`config.mk`:
```
export PLATFORM = sky130hd
export DESIGN_NAME = regfile_mp
export DESIGN_NICKNAME = d
export VERILOG_FILES = /design/src/rtl/regfile_pkg.sv /design/src/rtl/regfile_wr_arb.sv /design/src/rtl/regfile_mp.sv
export SDC_FILE = /design/constraint.sdc
export NUM_CORES = 1
export LEC_CHECK = 0
export CORE_MARGIN = 2
export CORE_UTILIZATION = 47
export CTS_BUF_LIST = sky130_fd_sc_hd__clkbuf_4 sky130_fd_sc_hd__clkbuf_8
export CTS_CLUSTER_DIAMETER = 80
export CTS_CLUSTER_SIZE = 40
export DETAILED_ROUTE_END_ITERATION = 7
export PLACE_DENSITY = 0.62
export SLEW_MARGIN = 25
export SYNTH_ARGS = -nofsm -noshare
export SYNTH_HDL_FRONTEND = slang
export SYNTH_SLANG_ARGS = --single-unit
```
`constraint.sdc`:
```
create_clock -name clk -period 10.4 [get_ports clk]
set_input_delay 1.04 -clock clk [delete_from_list [all_inputs] [get_ports clk]]
set_output_delay 1.04 -clock clk [all_outputs]
set_load 0.005 [all_outputs]
```
`src/rtl/regfile_pkg.sv`:
```
// regfile_pkg: shared defaults and width helpers for the multi-port register file.
package regfile_pkg;
  localparam int DEF_DATA_W = 16;
  localparam int DEF_NUM_REGS = 16;
  localparam logic [31:0] DEF_WR_MASK = {16'h3000, 16'hCFFF};
  function automatic int addr_w(input int n);
    return (n < 2) ? 1 : $clog2(n);
  endfunction
  // err_port carries a plain binary port index, one bit wider than strictly needed
  function automatic int err_port_w(input int nw);
    return $clog2(nw) + 1;
  endfunction
endpackage

```
`src/rtl/regfile_wr_arb.sv`:
```
// regfile_wr_arb: per-register write arbitration (legality, highest-port winner, illegal-write detect).
module regfile_wr_arb import regfile_pkg::*; #(
  parameter int DATA_W = DEF_DATA_W,
  parameter int NUM_REGS = DEF_NUM_REGS,
  parameter int ADDR_W = addr_w(NUM_REGS),
  parameter int NUM_WR = 2,
  parameter logic [NUM_WR*NUM_REGS-1:0] WR_MASK = DEF_WR_MASK
) (
  input  logic [NUM_WR-1:0]             wr_en,
  input  logic [NUM_WR*ADDR_W-1:0]      wr_addr,
  input  logic [NUM_WR*DATA_W-1:0]      wr_data,
  output logic [NUM_REGS-1:0]           reg_we,
  output logic [NUM_REGS*DATA_W-1:0]    reg_wdata,
  output logic [NUM_WR-1:0]             illegal,
  output logic [err_port_w(NUM_WR)-1:0] first_bad
);
  localparam int EPW = err_port_w(NUM_WR);
  logic [NUM_WR-1:0] legal;
  for (genvar p = 0; p < NUM_WR; p++) begin : g_port
    localparam logic [NUM_REGS-1:0] PMASK = WR_MASK[p*NUM_REGS +: NUM_REGS];
    logic [ADDR_W-1:0] a;
    logic in_rng;
    assign a = wr_addr[p*ADDR_W +: ADDR_W];
    assign in_rng = int'(a) < NUM_REGS;
    assign legal[p] = wr_en[p] && in_rng && PMASK[a];
    assign illegal[p] = wr_en[p] && !legal[p];
  end
  always_comb begin
    reg_we = '0;
    reg_wdata = '0;
    first_bad = '0;
    for (int p = NUM_WR - 1; p >= 0; p--)
      if (illegal[p]) first_bad = EPW'(p);
    // ascending scan so the highest legal port overrides lower ones
    for (int r = 0; r < NUM_REGS; r++)
      for (int p = 0; p < NUM_WR; p++)
        if (legal[p] && wr_addr[p*ADDR_W +: ADDR_W] == ADDR_W'(r)) begin
          reg_we[r] = 1'b1;
          reg_wdata[r*DATA_W +: DATA_W] = wr_data[p*DATA_W +: DATA_W];
        end
  end
endmodule

```
`src/rtl/regfile_mp.sv`:
```
// regfile_mp: multi-port register file with per-port write masks, busy scoreboard and sticky illegal-write flag.
// Define REGFILE_BYPASS_EN for write-first reads; otherwise reads return pre-edge state.
module regfile_mp import regfile_pkg::*; #(
  parameter int DATA_W = DEF_DATA_W,
  parameter int NUM_REGS = DEF_NUM_REGS,
  parameter int ADDR_W = addr_w(NUM_REGS),
  parameter int NUM_RD = 2,
  parameter int NUM_WR = 2,
  parameter logic [NUM_WR*NUM_REGS-1:0] WR_MASK = DEF_WR_MASK
) (
  input  logic                          clk,
  input  logic                          reset,
  input  logic [NUM_RD*ADDR_W-1:0]      rd_addr,
  output logic [NUM_RD*DATA_W-1:0]      rd_data,
  output logic [NUM_RD-1:0]             rd_busy,
  input  logic [NUM_WR-1:0]             wr_en,
  input  logic [NUM_WR*ADDR_W-1:0]      wr_addr,
  input  logic [NUM_WR*DATA_W-1:0]      wr_data,
  input  logic                          rsv_en,
  input  logic [ADDR_W-1:0]             rsv_addr,
  output logic                          wr_err,
  output logic [err_port_w(NUM_WR)-1:0] err_port
);
  localparam int EPW = err_port_w(NUM_WR);
  logic [DATA_W-1:0] regs_q [NUM_REGS];
  logic [DATA_W-1:0] regs_d [NUM_REGS];
  logic [NUM_REGS-1:0] busy_q, busy_d;
  logic err_q, err_d;
  logic [EPW-1:0] err_port_q, err_port_d;
  logic [NUM_REGS-1:0] reg_we;
  logic [NUM_REGS*DATA_W-1:0] reg_wdata;
  logic [NUM_WR-1:0] illegal;
  logic [EPW-1:0] first_bad;
  regfile_wr_arb #(
    .DATA_W(DATA_W), .NUM_REGS(NUM_REGS), .ADDR_W(ADDR_W), .NUM_WR(NUM_WR), .WR_MASK(WR_MASK)
  ) u_arb (
    .wr_en(wr_en), .wr_addr(wr_addr), .wr_data(wr_data),
    .reg_we(reg_we), .reg_wdata(reg_wdata), .illegal(illegal), .first_bad(first_bad)
  );
  always_comb begin
    regs_d = regs_q;
    busy_d = busy_q;
    for (int r = 0; r < NUM_REGS; r++) begin
      if (reg_we[r]) regs_d[r] = reg_wdata[r*DATA_W +: DATA_W];
      // a same-cycle reservation names a new producer, so it beats the clearing write
      busy_d[r] = (rsv_en && rsv_addr == ADDR_W'(r)) ? 1'b1 : reg_we[r] ? 1'b0 : busy_q[r];
    end
    err_d = err_q || (|illegal);
    err_port_d = (!err_q && |illegal) ? first_bad : err_port_q;
  end
  always_ff @(posedge clk or posedge reset) begin
    if (reset) begin
      regs_q <= '{default: '0};
      busy_q <= '0;
      err_q <= 1'b0;
      err_port_q <= '0;
    end else begin
      regs_q <= regs_d;
      busy_q <= busy_d;
      err_q <= err_d;
      err_port_q <= err_port_d;
    end
  end
  for (genvar i = 0; i < NUM_RD; i++) begin : g_rd
    logic [ADDR_W-1:0] a;
    logic in_rng;
    assign a = rd_addr[i*ADDR_W +: ADDR_W];
    assign in_rng = int'(a) < NUM_REGS;
`ifdef REGFILE_BYPASS_EN
    assign rd_data[i*DATA_W +: DATA_W] = !in_rng ? '0 :
      reg_we[a] ? reg_wdata[int'(a)*DATA_W +: DATA_W] : regs_q[a];
`else
    assign rd_data[i*DATA_W +: DATA_W] = in_rng ? regs_q[a] : '0;
`endif
    assign rd_busy[i] = in_rng && busy_q[a];
  end
  assign wr_err = err_q;
  assign err_port = err_port_q;
endmodule

```
# ---- Yosys cells after proc, flatten, opt, wreduce, memory -nomap -nowiden
# Memory sizes are Yosys's and may differ from the RTL's.
# Cells that the tools add are included.
dict set report word_totals {
  memories 2
  ramBits 0
  wordCells 276
  out_inout_bits 37
  romBits 32
  ff_bits 275
  latchBits 0
  input_bits 57
}
dict set report op_classes {
  n_lt_le_gt_ge 6
  n_eq_ne 45
  shift 0
  n_bitwise 2
  n_div 0
  add_sub_neg 0
  n_mux 110
  reduce_logical 77
  mul 0
}
# name words word_bits rd rd_ports_with_merged_regs wr line_no
set mem_list {}
lappend mem_list {{(name not given)} 16 1 1 0 0 regfile_wr_arb.sv:25} ;# assign legal[p] = wr_en[p] && in_rng && PMASK[a];
lappend mem_list {{(name not given)} 16 1 1 0 0 regfile_wr_arb.sv:25}
# operator count
set op_table {}
lappend op_table {{$mux 16} 36}
lappend op_table {{$bmux 16 s4} 2}
lappend op_table {{$eq 4x4->1 const B} 24}
lappend op_table {{$mux 1} 69}
lappend op_table {{$logic_and 1x1->1} 53}
lappend op_table {{$eq 4x3->1 const B} 12}
lappend op_table {{$reduce_bool 2->1} 16}
lappend op_table {{$eq 4x2->1 const B} 6}
lappend op_table {{$lt 4x5->1 const B} 4}
lappend op_table {{$eq 4x1->1 const B} 3}
lappend op_table {{$logic_not 4->1} 3}
lappend op_table {{$ge 5x5->1 const B} 2}
lappend op_table {{$not 4->5} 2}
lappend op_table {{$bmux 1 s4} 2}
lappend op_table {{$logic_not 1->1} 3}
lappend op_table {{$mux 2} 1}
lappend op_table {{$reduce_or 2->1} 1}
lappend op_table {{$logic_or 1x1->1} 1}

# ---- Logic depth before layout (Yosys ltp)
dict set report depth {
  depth_word 8
  ltp_mapped 6
  depth_no_buf 3
}

# ---- Hierarchy
# A second synthesis with hierarchy kept.
dict set report unflattened {
  cells_unflattened 1290
  hier_area_um2 16361.9
}
# module n_inst area_each_um2 seq_area_each_um2 cells_each
set by_module_without_submodules {}
lappend by_module_without_submodules {regfile_mp 1 14305.0 6881.6 903}
lappend by_module_without_submodules {regfile_wr_arb 1 2057.0 0.0 387}

# ---- Least setup slack after synthesis
# OpenSTA, ideal clock, no wires.
dict set report synth_path {
  path_kind {input port to output port}
  start {input rd_addr[0]}
  end {output rd_data[12]}
  path_buffers 3
  t_required_ns 9.360
  arrival_ns 2.312
  stages 6
  path_slack_ns 7.048
  cell_sequence {clkbuf_1 buf_6 buf_4 mux4_2 a22oi_1 nand2_1}
}
dict set report synth_between {
  elab_chain_len 4
}
# element line_no
set synth_lines {}
lappend synth_lines {{start: declaration} regfile_mp.sv:13} ;# input logic [NUM_RD*ADDR_W-1:0] rd_addr,
lappend synth_lines {{$not 4->5 (not written as such)} regfile_mp.sv:73} ;# assign rd_data[i*DATA_W +: DATA_W] = in_rng ? regs_q[a] : '0;
lappend synth_lines {{$bmux 16 s4} regfile_mp.sv:73}
lappend synth_lines {{$mux 16 (not written as such) (2 in a row)} regfile_mp.sv:73}
lappend synth_lines {{end: declaration} regfile_mp.sv:14} ;# output logic [NUM_RD*DATA_W-1:0] rd_data,
# Every way passes these cells. The select of a mux whose other input is x is not followed.

# ---- Worst setup path after layout
dict set report layout_path {
  start {input rd_addr[4]}
  end {output rd_data[29]}
}
# The elaborated chain is that of the path after synthesis.

==> results.json <==
{
  "peakVddDrop_uv": 172,
  "p_leak_nw": 6.53,
  "async_flop_share_pct": 100,
  "postRouteAntennaNets": 0,
  "min_delay_path_depth": 1,
  "finalPower_w": 0.00287,
  "finalSetupViolCount": 0,
  "cp_top_family": "buffers and inverters",
  "synth_most_common_cell": "dfrtp_1",
  "startpoint_type": "input port",
  "drt_iter0_drc": 795,
  "start_util_pct": 47.4,
  "slew_headroom_pct": 27.4,
  "r2r-end": "regs_q[54]",
  "rsz0062_at_grt": "no",
  "r2r-start": "regs_q[54]",
  "drv_cap": 0,
  "cts_resized": 0,
  "multi_input_area_um2": 7140,
  "hp-start": "busy_q[1]",
  "yosys-top-cells-count": "dfrtp_1 (274), mux2_2 (246), mux4_2 (136), a22oi_1 (68), clkbuf_1 (43)",
  "hold_end": "busy_q[1]",
  "tritoncts": "done",
  "finalWirelength_um": 40000,
  "postCtsSetupBuffers": 0,
  "synth_nets": 991,
  "hold_violations": 0,
  "worstSetupPathType": "input port to primary output",
  "core.rowCount": 64,
  "design.core.area_um2": 30400,
  "dpl.hpwl_um": 23800,
  "syn_inst": 934,
  "dieArea_um2": 32100,
  "synth_top_area_cell": "dfrtp_1",
  "clock.fmax_mhz": 205,
  "clk_pin_slew_worst_paths_ns": 0.18,
  "layout-drive-gt1-share_pct": 46.7,
  "cpMostUsedCell": "buf_4",
  "crit_path_max_incr_delay_ns": 0.84,
  "yosysWarnings": 0,
  "arrival_ns": 3.84,
  "worst_slew_pin_slew_ns": 1.09,
  "cts_root_buf": "clkbuf_8",
  "worstPathBufferInverterCount": 3,
  "wire_per_inst_um": 28.9,
  "area_growth_pct": 11.2,
  "worstPathRequired_ns": 9.36,
  "die_x_um": 179,
  "place_area_um2": 15600,
  "crit_fanout": 44,
  "design_area_um2": 16000,
  "finalWeightedCongestion": 0.805,
  "tns_ns": 0,
  "powerDensity_nw_per_um2": 179,
  "portBuffers": 92,
  "syn-cell-area_um2": 14400,
  "ys.flop_type": "dfrtp_1",
  "grt_pass1_vias": 9373,
  "slew_viol_final": 0,
  "critPathSlowestCell": "buf_4",
  "final.fill_count": 2576,
  "synthTopCellsByArea": "dfrtp_1 (48%), mux4_2 (21%), mux2_2 (19%), a22oi_1 (3.5%), clkbuf_1 (1.1%)",
  "dr.pass1.iters": 5,
  "grtUsageTotal_pct": 25.7,
  "hold_class": "flip-flop to flip-flop",
  "ff2ff_setup_slack_ns": 9.56,
  "cts_sinks": 274,
  "reg2regPathDepth": 1,
  "viasPerCell": 6.42,
  "dp_cells": 1359,
  "cts_buffers": 15,
  "hold_buffers": 0,
  "ys_types": 36,
  "worstPathCellList": "buf_4 > buf_4 > mux4_2 > a22oi_1 > nand2_1 > clkdlybuf4s50_1",
  "status": "completed",
  "yosysSeqAreaShare_pct": 47.5,
  "antenna_found_initial": 3,
  "clk_path_buf_depth": 3,
  "fin_skew_ns": 0.0243,
  "drcViolationCount": 0,
  "fin_crit_ns": 4.88,
  "vias": 8905,
  "grt_start_max_net_pins": 141,
  "clk_latency_ns": 0.59,
  "die_h_um": 179,
  "synth.avg_cell_area_um2": 15.4,
  "nets": 1038,
  "cts_htree_levels": 1,
  "grt_pass1_wl_um": 59900,
  "synth_top_area_share_pct": 47.5,
  "overflow": 0,
  "ys_ff_latch": 274,
  "pin_count": 94,
  "synth-edff-count": 0,
  "end_kind": "primary output",
  "hold_ws_ns": 0.526,
  "final-instance-count-excl-fill": 1387,
  "register_area_um2": 6860,
  "post-route-period-util_pct": 46.9
}
## report_power, final
group	switching, W	total (W)	internal (W)
Clock	0.000426	0.000606	0.000180
Sequential	0.000179	0.00149	0.00131
Combinational	0.000267	0.000771	0.000504
Total	0.000872	0.00287	0.00199
## worst max-delay path by stage
stage / slack [ns] / to / cells past startpoint / from
6_report: 5.52 / rd_data[29] / 6 / rd_addr[4]
5_1_grt: 5.28 / rd_data[29] / 6 / rd_addr[4]
4_1_cts: 5.46 / rd_data[29] / 6 / rd_addr[4]
2_1_floorplan: 1.81 / busy_q[0] / 1 / reset
3_5_place_dp: 5.46 / rd_data[22] / 6 / rd_addr[4]
3_3_place_gp: 5.49 / rd_data[26] / 6 / rd_addr[4]
## layer usage
metal  routed length, um  vias to the layer above  GRT usage (%)
met3                2350                       64           4.88
met2               19300                      275           43.0
li1                    -                     3720              -
met4                1210                        2           6.72
met5                   7                        -              0
met1               17100                     4844           34.7
## layout make-up
class | count | area share [%]
inverter | 6 | 0.218
clock buffer | 15 | 1.29
timing repair buffer | 114 | 6.86
tap | 396 | 3.09
sequential | 274 | 42.8
multi-input combinational | 570 | 44.5
antenna | 2 | 0.0312
clock inverter | 10 | 1.25
## cells by family after synthesis
group	count (synthesis)	synth area share, %
compound gates	93	4.66
buf+inv	90	3.16
flops	274	47.5
mux	392	41.4
other cells	1	0.0260
simple gates	84	3.18
## per-stage QoR
stage / setup slack (ns) / util (%)
after floorplan: 1.81 / -
after global placement: 5.49 / 51.2
after detailed placement: 5.46 / 51.2
after CTS: 5.46 / 52.6
after global routing: 5.28 / 52.7
final: 5.52 / 52.7
## layout by cell type, fill, tap and decap left out, drive strengths merged, types with 5 or more instances in the layout
cell	instances
o2bb2ai	5
buf	26
inv	11
clkdlybuf4s50	88
o21ai	14
nand2	38
a22oi	68
clkbuf	15
dfrtp	274
nand3b	7
clkinv	5
nor2b	6
mux2	256
nand2b	5
mux4	136
nor2	15
## sequential cells by signal (all words and copies together) (netlist names)
register,flops
err_port,1
wr_err,1
busy_q,16
regs_q,256
No activity file was read; power rests on OpenSTA's default activity.
